`src/rtl/frac_lut6_cfg_pkg.sv`:
```
// Shared constants and state encoding for the fractured-LUT6 configuration loader.
// Optional feature macro: FRAC_LUT6_CFG_PARITY_EN (adds a trailing XOR parity byte).
package frac_lut6_cfg_pkg;

    localparam int CFG_SRAM_BITS   = 64;
    localparam int CFG_MODE_BITS   = 2;
    localparam int CFG_DATA_BYTES  = 9;
    localparam int CFG_CFG_BITS    = CFG_SRAM_BITS + CFG_MODE_BITS;   // 66 useful bits
    localparam int CFG_SHADOW_BITS = CFG_DATA_BYTES * 8;              // 72 bits incl. reserved
    localparam int CFG_CNT_W       = 4;
    localparam int CFG_TMO_W       = 16;

`ifdef FRAC_LUT6_CFG_PARITY_EN
    localparam int CFG_FRAME_BYTES = 10;
`else
    localparam int CFG_FRAME_BYTES = 9;
`endif

    typedef enum logic [1:0] {
        ST_IDLE   = 2'd0,
        ST_LOAD   = 2'd1,
        ST_CHECK  = 2'd2,
        ST_COMMIT = 2'd3
    } cfg_state_t;

endpackage

```
`src/rtl/frac_lut6_cfg_shadow.sv`:
```
// Byte-addressed 72-bit shadow register for one configuration frame.
// Produces the reserved-bit check and, with FRAC_LUT6_CFG_PARITY_EN, the running
// XOR of data bytes compared against the captured parity byte.
module frac_lut6_cfg_shadow
    import frac_lut6_cfg_pkg::*;
(
    input  logic                     clk,
    input  logic                     rst,
    input  logic                     clr,
    input  logic                     wr_en,
    input  logic [CFG_CNT_W-1:0]     wr_idx,
    input  logic [0:7]               wr_data,
    output logic [0:CFG_CFG_BITS-1]  cfg_bits,
    output logic                     rsvd_err,
    output logic                     parity_err
);

    logic [0:CFG_SHADOW_BITS-1] shadow_d, shadow_q;

    // Next shadow contents: clear on a new frame, else write the addressed byte slot.
    always_comb begin
        shadow_d = shadow_q;
        if (clr) begin
            shadow_d = '0;
        end else begin
            for (int k = 0; k < CFG_DATA_BYTES; k++) begin
                if (wr_en && (wr_idx == CFG_CNT_W'(k))) begin
                    shadow_d[8*k +: 8] = wr_data;
                end
            end
        end
    end

    // Shadow storage.
    always_ff @(posedge clk) begin
        if (rst) shadow_q <= '0;
        else     shadow_q <= shadow_d;
    end

    assign cfg_bits = shadow_q[0:CFG_CFG_BITS-1];
    assign rsvd_err = |shadow_q[CFG_CFG_BITS:CFG_SHADOW_BITS-1];

`ifdef FRAC_LUT6_CFG_PARITY_EN
    logic [0:7] xor_d, xor_q;
    logic [0:7] par_d, par_q;

    // Running XOR over data bytes; the byte after the data bytes is the parity byte.
    always_comb begin
        xor_d = xor_q;
        par_d = par_q;
        if (clr) begin
            xor_d = '0;
            par_d = '0;
        end else if (wr_en) begin
            if (wr_idx < CFG_CNT_W'(CFG_DATA_BYTES)) xor_d = xor_q ^ wr_data;
            else                                     par_d = wr_data;
        end
    end

    // Parity accumulator and captured parity byte.
    always_ff @(posedge clk) begin
        if (rst) begin
            xor_q <= '0;
            par_q <= '0;
        end else begin
            xor_q <= xor_d;
            par_q <= par_d;
        end
    end

    assign parity_err = (xor_q != par_q);
`else
    assign parity_err = 1'b0;
`endif

endmodule

```
`src/rtl/frac_lut6_cfg_loader.sv`:
```
// Configuration loader for one fractured LUT6: collects a byte-serial frame into a
// shadow register, checks it, then commits sram/mode and their complements together.
// Optional feature macro: FRAC_LUT6_CFG_PARITY_EN (10-byte frame with XOR parity).
// Handshake: a byte transfers on a rising edge where cfg_valid and cfg_ready are both 1;
// cfg_ready is high only in LOAD, and cfg_start in LOAD discards that cycle's byte.
module frac_lut6_cfg_loader
    import frac_lut6_cfg_pkg::*;
#(
    parameter int TIMEOUT_CYCLES = 255
)
(
    input  logic                      prog_clk,
    input  logic                      pReset,
    input  logic                      cfg_start,
    input  logic [0:7]                cfg_data,
    input  logic                      cfg_valid,
    output logic                      cfg_ready,
    output logic [0:CFG_SRAM_BITS-1]  sram,
    output logic [0:CFG_SRAM_BITS-1]  sram_inv,
    output logic [0:CFG_MODE_BITS-1]  mode,
    output logic [0:CFG_MODE_BITS-1]  mode_inv,
    output logic                      busy,
    output logic                      cfg_done,
    output logic                      cfg_err,
    output cfg_state_t                dbg_state
);

    localparam logic [CFG_TMO_W-1:0] TMO_LIM  = TIMEOUT_CYCLES[CFG_TMO_W-1:0];
    localparam logic [CFG_CNT_W-1:0] LAST_IDX = CFG_CNT_W'(CFG_FRAME_BYTES - 1);

    cfg_state_t                state_d, state_q;
    logic [CFG_CNT_W-1:0]      count_d, count_q;
    logic [CFG_TMO_W-1:0]      tmo_d, tmo_q;
    logic                      err_d, err_q;
    logic                      done_d, done_q;
    logic                      ready_d, ready_q;
    logic                      busy_d, busy_q;
    logic [0:CFG_SRAM_BITS-1]  sram_d, sram_q, sram_inv_d, sram_inv_q;
    logic [0:CFG_MODE_BITS-1]  mode_d, mode_q, mode_inv_d, mode_inv_q;

    logic                      clr, wr_en, hs;
    logic [0:CFG_CFG_BITS-1]   cfg_bits;
    logic                      rsvd_err, parity_err;

    frac_lut6_cfg_shadow u_shadow (
        .clk        (prog_clk),
        .rst        (pReset),
        .clr        (clr),
        .wr_en      (wr_en),
        .wr_idx     (count_q),
        .wr_data    (cfg_data),
        .cfg_bits   (cfg_bits),
        .rsvd_err   (rsvd_err),
        .parity_err (parity_err)
    );

    assign hs = cfg_valid & ready_q;

    // Next-state logic for the frame FSM, counters and committed output pair.
    always_comb begin
        state_d    = state_q;
        count_d    = count_q;
        tmo_d      = tmo_q;
        err_d      = err_q;
        done_d     = 1'b0;
        sram_d     = sram_q;
        sram_inv_d = sram_inv_q;
        mode_d     = mode_q;
        mode_inv_d = mode_inv_q;
        clr        = 1'b0;
        wr_en      = 1'b0;
        case (state_q)
            ST_IDLE: begin
                if (cfg_start) begin
                    state_d = ST_LOAD;
                    count_d = '0;
                    tmo_d   = '0;
                    err_d   = 1'b0;
                    clr     = 1'b1;
                end
            end
            ST_LOAD: begin
                if (cfg_start) begin
                    // Restart wins over a byte offered in the same cycle.
                    count_d = '0;
                    tmo_d   = '0;
                    err_d   = 1'b0;
                    clr     = 1'b1;
                end else if (hs) begin
                    wr_en   = 1'b1;
                    count_d = count_q + 1'b1;
                    tmo_d   = '0;
                    if (count_q == LAST_IDX) state_d = ST_CHECK;
                end else begin
                    tmo_d = tmo_q + 1'b1;
                    if (tmo_d == TMO_LIM) begin
                        err_d   = 1'b1;
                        state_d = ST_IDLE;
                        count_d = '0;
                        tmo_d   = '0;
                        clr     = 1'b1;
                    end
                end
            end
            ST_CHECK: begin
                if (rsvd_err || parity_err) begin
                    err_d   = 1'b1;
                    state_d = ST_IDLE;
                end else begin
                    state_d = ST_COMMIT;
                end
            end
            ST_COMMIT: begin
                sram_d     = cfg_bits[0:CFG_SRAM_BITS-1];
                sram_inv_d = ~cfg_bits[0:CFG_SRAM_BITS-1];
                mode_d     = cfg_bits[CFG_SRAM_BITS:CFG_CFG_BITS-1];
                mode_inv_d = ~cfg_bits[CFG_SRAM_BITS:CFG_CFG_BITS-1];
                done_d     = 1'b1;
                state_d    = ST_IDLE;
            end
            default: state_d = ST_IDLE;
        endcase
        ready_d = (state_d == ST_LOAD);
        busy_d  = (state_d != ST_IDLE);
    end

    // All loader state and registered outputs; reset is synchronous.
    always_ff @(posedge prog_clk) begin
        if (pReset) begin
            state_q    <= ST_IDLE;
            count_q    <= '0;
            tmo_q      <= '0;
            err_q      <= 1'b0;
            done_q     <= 1'b0;
            ready_q    <= 1'b0;
            busy_q     <= 1'b0;
            sram_q     <= '0;
            sram_inv_q <= '1;
            mode_q     <= '0;
            mode_inv_q <= '1;
        end else begin
            state_q    <= state_d;
            count_q    <= count_d;
            tmo_q      <= tmo_d;
            err_q      <= err_d;
            done_q     <= done_d;
            ready_q    <= ready_d;
            busy_q     <= busy_d;
            sram_q     <= sram_d;
            sram_inv_q <= sram_inv_d;
            mode_q     <= mode_d;
            mode_inv_q <= mode_inv_d;
        end
    end

    assign cfg_ready = ready_q;
    assign busy      = busy_q;
    assign cfg_done  = done_q;
    assign cfg_err   = err_q;
    assign sram      = sram_q;
    assign sram_inv  = sram_inv_q;
    assign mode      = mode_q;
    assign mode_inv  = mode_inv_q;
    assign dbg_state = state_q;

endmodule
```
`config.mk`:
```
export PLATFORM = sky130hd
export DESIGN_NAME = frac_lut6_cfg_loader
export DESIGN_NICKNAME = d
export VERILOG_FILES = /design/src/rtl/frac_lut6_cfg_pkg.sv /design/src/rtl/frac_lut6_cfg_shadow.sv /design/src/rtl/frac_lut6_cfg_loader.sv
export SDC_FILE = /design/constraint.sdc
export NUM_CORES = 1
export LEC_CHECK = 0
export CAP_MARGIN = 30
export CORE_MARGIN = 5
export CORE_UTILIZATION = 50
export CTS_CLUSTER_SIZE = 8
export DETAILED_ROUTE_END_ITERATION = 12
export DONT_BUFFER_PORTS = 1
export GPL_TIMING_DRIVEN = 1
export RECOVER_POWER = 50
export SLEW_MARGIN = 20
export SYNTH_ARGS = -nofsm -noshare
export SYNTH_HDL_FRONTEND = slang
export SYNTH_HIERARCHICAL = 1
export SYNTH_SLANG_ARGS = --single-unit
```
`constraint.sdc`:
```
create_clock -name prog_clk -period 3.45 [get_ports prog_clk]
set_clock_uncertainty 0.15 [all_clocks]
set_input_delay 0.1725 -clock prog_clk [delete_from_list [all_inputs] [get_ports prog_clk]]
set_output_delay 0.1725 -clock prog_clk [all_outputs]
set_load 0.02 [all_outputs]
```
==> summary.md <==
| Metric | Value |
|---|---|
| DRT iter0 DRCs | `around 420` |
| Synth Register Bits | `230` |
| Fill cells | `approximately 1700` |
| Die Wd | `approximately 150 µm` |
| Clock Tree Root | `clkbuf_16` |
| Fin crit share | `0.928` |
| Clock transition at path regs | `roughly 0.05 ns` |
| Ys async rst share | `0` |
| Syn Inst Count | `1056` |
| Post-CTS Setup Bufs | `0` |
| Full die area | `~21000 µm²` |
| Wire length per cell | `17.3 µm` |
| Clock Latency Late Sink | `around 0.48 ns` |
| Global-route track usage on met3 | `0.0552` |
| Aggregate routed wire length | `~21000 µm` |
| Worst Hold Launch | `u_shadow/shadow_q[70]$_SDFFE_PP0P_` |
| Sequential standard cell area | `between 4000 and 5000 µm²` |
| Mapped Nets | `roughly 1100` |
| Post-CTS Resized | `0` |
| Post-synth top area cell | `dfxtp_1` |
| WHS Endpoint | `u_shadow/shadow_q[70]$_SDFFE_PP0P_` |
| Slowest cell on the critical path | `dfxtp_1` |
| Post-Syn Area per Cell | `between 8 and 9 µm²` |
| GRT Max-Usage Layer | `met2` |
| TritonCTS clock tree | `built` |
| Clk buf depth | `3` |
| FMAX | `approximately 310 MHz` |
| Synth top area cells | `dfxtp_1, nand2_1, mux2i_1` |
| PortBufs | `0` |
| Rel. slew slack | `0.270` |
| Row cnt | `50` |
| Residual DRC | `0` |
| Layout area overhead | `7.58%` |
| Slew at the pin with the worst max-slew slack | `1.10 ns` |
| CTS sink count | `230` |
| Post-synthesis sequential area ratio | `0.493` |
| Worst Path Max Fanout | `17` |
| Htree depth | `2` |
| Total Nets Final | `1013` |
| Unrepaired setup endpoints after global routing | `no` |
| Hold WC Path Type | `reg -> reg` |
| Die height | `roughly 150 µm` |
| CP endpoint kind | `register` |
| Post-synth cell types | `between 60 and 70` |
| CTS Buf Count | `34` |
| Pwr/cell area | `between 600 and 700 nW/µm²` |
| Startpoint Class | `register` |
| Number of global-route vias before repair | `between 6000 and 7000` |
| Core area | `18500 µm²` |
| Worst Setup Path Type | `reg -> reg` |
| Final setup fails | `0` |
| Dpl cells | `~1200` |
| Total number of vias | `6570` |
| Antenna cells | `0` |
| Tot GR Track Use | `0.193` |
| R2R depth | `10` |
| First-pass GRT wire length | `around 35000 µm` |
| Final hold viol count | `0` |
| Vias per cell | `about 5.4` |
| Critical-path cell list | `ha_1 -> nand3_1 -> or3_1 -> a2111oi_2 -> o2111a_2 -> nand4_1 -> nand2_1 -> nor2_4 -> nand2_1 -> mux2i_1` |
| Maximum vdd drop | `0.345 mV` |
| Yosys warning count | `6` |
| GR Overflow Total | `0` |
| Hold path cells | `2` |
| Final non-filler cell total | `1228` |
| Min Tclk post-route | `3.20 ns` |
| Post-route antenna net violation count | `0` |
| Syn Std Cell Area | `between 9000 and 10000 µm²` |
| Initial Util | `0.504` |
| FF-to-FF setup slack | `0.25 ns` |
| Top-area cell type share of the netlist area | `0.493` |
| Global Route met2 Usage | `0.298` |
| Launching point of the worst reg2reg path | `tmo_q[0]$_SDFFE_PP0P_` |
| Most used cell, CP | `nand2_1` |
| Worst Path Arrival | `3.40 ns` |
| Max incr delay on CP | `between 0.4 and 0.5 ns` |
| Final setup TNS | `0 ns` |
| P_leak | `approximately 3.8 nW` |
| Initial antenna violation count | `0` |
| Final hold slack | `between 0.3 and 0.4 ns` |
| DRT Pass-1 Iters | `5` |
| M1 GR Usage | `0.265` |
| Pin count of the biggest net entering global routing | `between 100 and 150` |
| Status | `completed` |
| Share of layout cells above drive strength 1 | `0.0765` |
| Pre-CTS setup slack | `0.319 ns` |
| Max Transition Viols Final | `0` |
| Reg-to-Reg End | `u_shadow/shadow_q[38]$_SDFFE_PP0P_` |
| MaxCap Viol Count | `0` |
| Required @ worst endpoint | `around 3.7 ns` |
| Post-layout util | `0.542` |
| GP Congestion | `roughly 0.8` |
| PnR worst setup slack | `around 0.25 ns` |
| Delay-heaviest family, CP | `simple AND/OR/NAND/NOR gates` |
| Area of the multi-input gates | `about 4000 µm²` |
| CP Buf/Inv Count | `0` |
| DP HPWL | `13400 µm` |
| Prevailing post-synth register cell | `dfxtp_1` |
| Post-synth EDFFs | `0` |
| IO Count | `150` |
[sequential cells by signal (all words and copies together) (netlist names)]
name,flops
sram,64
u_shadow/shadow_q,72
mode_inv,2
busy,1
dbg_state,2
count_q,4
mode,2
cfg_ready,1
cfg_done,1
sram_inv,64
tmo_q,16
cfg_err,1
[worst max-delay path by stage]
stage	start	end	slack, ns	depth (start not counted)
detailed placement	tmo_q[0]$_SDFFE_PP0P_	u_shadow/shadow_q[38]$_SDFFE_PP0P_	0.32	10
CTS	tmo_q[0]$_SDFFE_PP0P_	u_shadow/shadow_q[14]$_SDFFE_PP0P_	0.27	10
floorplan	tmo_q[1]$_SDFFE_PP0P_	u_shadow/shadow_q[10]$_SDFFE_PP0P_	0.75	11
global route	tmo_q[1]$_SDFFE_PP0P_	u_shadow/shadow_q[14]$_SDFFE_PP0P_	0.0004	10
finish	tmo_q[0]$_SDFFE_PP0P_	u_shadow/shadow_q[38]$_SDFFE_PP0P_	0.25	10
global placement	tmo_q[0]$_SDFFE_PP0P_	u_shadow/shadow_q[14]$_SDFFE_PP0P_	0.35	10
[cells in the mapped netlist (6+ instances only)]
| library cell | number |
|---|---|
| nor2_1 | 20 |
| a21oi_1 | 82 |
| o21ai_1 | 6 |
| clkbuf_1 | 50 |
| buf_4 | 69 |
| dfxtp_1 | 230 |
| nand4_1 | 6 |
| inv_1 | 6 |
| nor3_1 | 8 |
| nor4_1 | 8 |
| nor2b_1 | 9 |
| nand2b_1 | 67 |
| o21ai_0 | 82 |
| ha_1 | 8 |
| nand2_1 | 240 |
| nand3_1 | 11 |
| mux2i_1 | 73 |
[timing repair]
| action | in CTS | in global routing |
|---|---|---|
| hold buffers | 13 | 0 |
| endpoints found under the setup margin | 0 | 0 |
| hold endpoints to repair | 188 | 0 |
[metrics by stage]
stage / total power, W / area [µm²]
after floorplan: 0.00309 / 9330
after global placement: 0.00322 / 9020
after detailed placement: 0.00322 / 9020
after CTS: 0.00615 / 10100
after global routing: 0.00631 / 10000
final: 0.00607 / 10000
[power breakdown]
| group | switching, W | internal, W |
|---|---|---|
| sequential | 0.0000515 | 0.00269 |
| clock | 0.00107 | 0.00179 |
| combinational | 0.000329 | 0.000138 |
[cell type report]
type | count | area share
Inverter | 7 | 0.00262
Sequential cell | 230 | 0.459
Clock inverter | 1 | 0.000872
Multi-Input combinational cell | 691 | 0.392
Clock buffer | 36 | 0.0886
Tap cell | 234 | 0.0292
Timing Repair Buffer | 29 | 0.0275
[cells by family after synthesis]
kind of cell               count (synthesis)  share of synthesized area
and+or+nand+nor                          402                      0.207
DFF                                      230                      0.493
AOI/OAI and AO/OA                        201                      0.120
buffers and inverters                    135                     0.0849
muxes                                     73                     0.0783
adders and majority gates                  8                     0.0107
xor gates and xnor gates                   6                    0.00563
other                                      1                   0.000402
[layer usage]
| metal | wire length [µm] | vias up | part of all wire |
|---|---|---|---|
| li1 | - | 3336 | - |
| met2 | 9440 | 140 | 0.44 |
| met3 | 1350 | 25 | 0.063 |
| met1 | 10100 | 3069 | 0.48 |
| met4 | 340 | 0 | 0.016 |
| met5 | 0 | - | 0 |
[tightest hold or removal path, cell delays in order (launching register included)]
cell and delay [ns]:
dfxtp_1 0.30, nand2_1 0.05, mux2i_1 0.05
[placed cells by master, fill, tap and decap left out, types with 9 or more instances in the layout]
| cell type | count |
|---|---|
| a21oi_1 | 82 |
| buf_4 | 13 |
| clkbuf_16 | 35 |
| dfxtp_1 | 230 |
| dlygate4sd3_1 | 12 |
| mux2i_1 | 73 |
| nand2_1 | 240 |
| nand2b_1 | 67 |
| nand3_1 | 11 |
| nor2_1 | 20 |
| nor2b_1 | 9 |
| o21ai_0 | 82 |
Power figures use the tool's default switching activity.
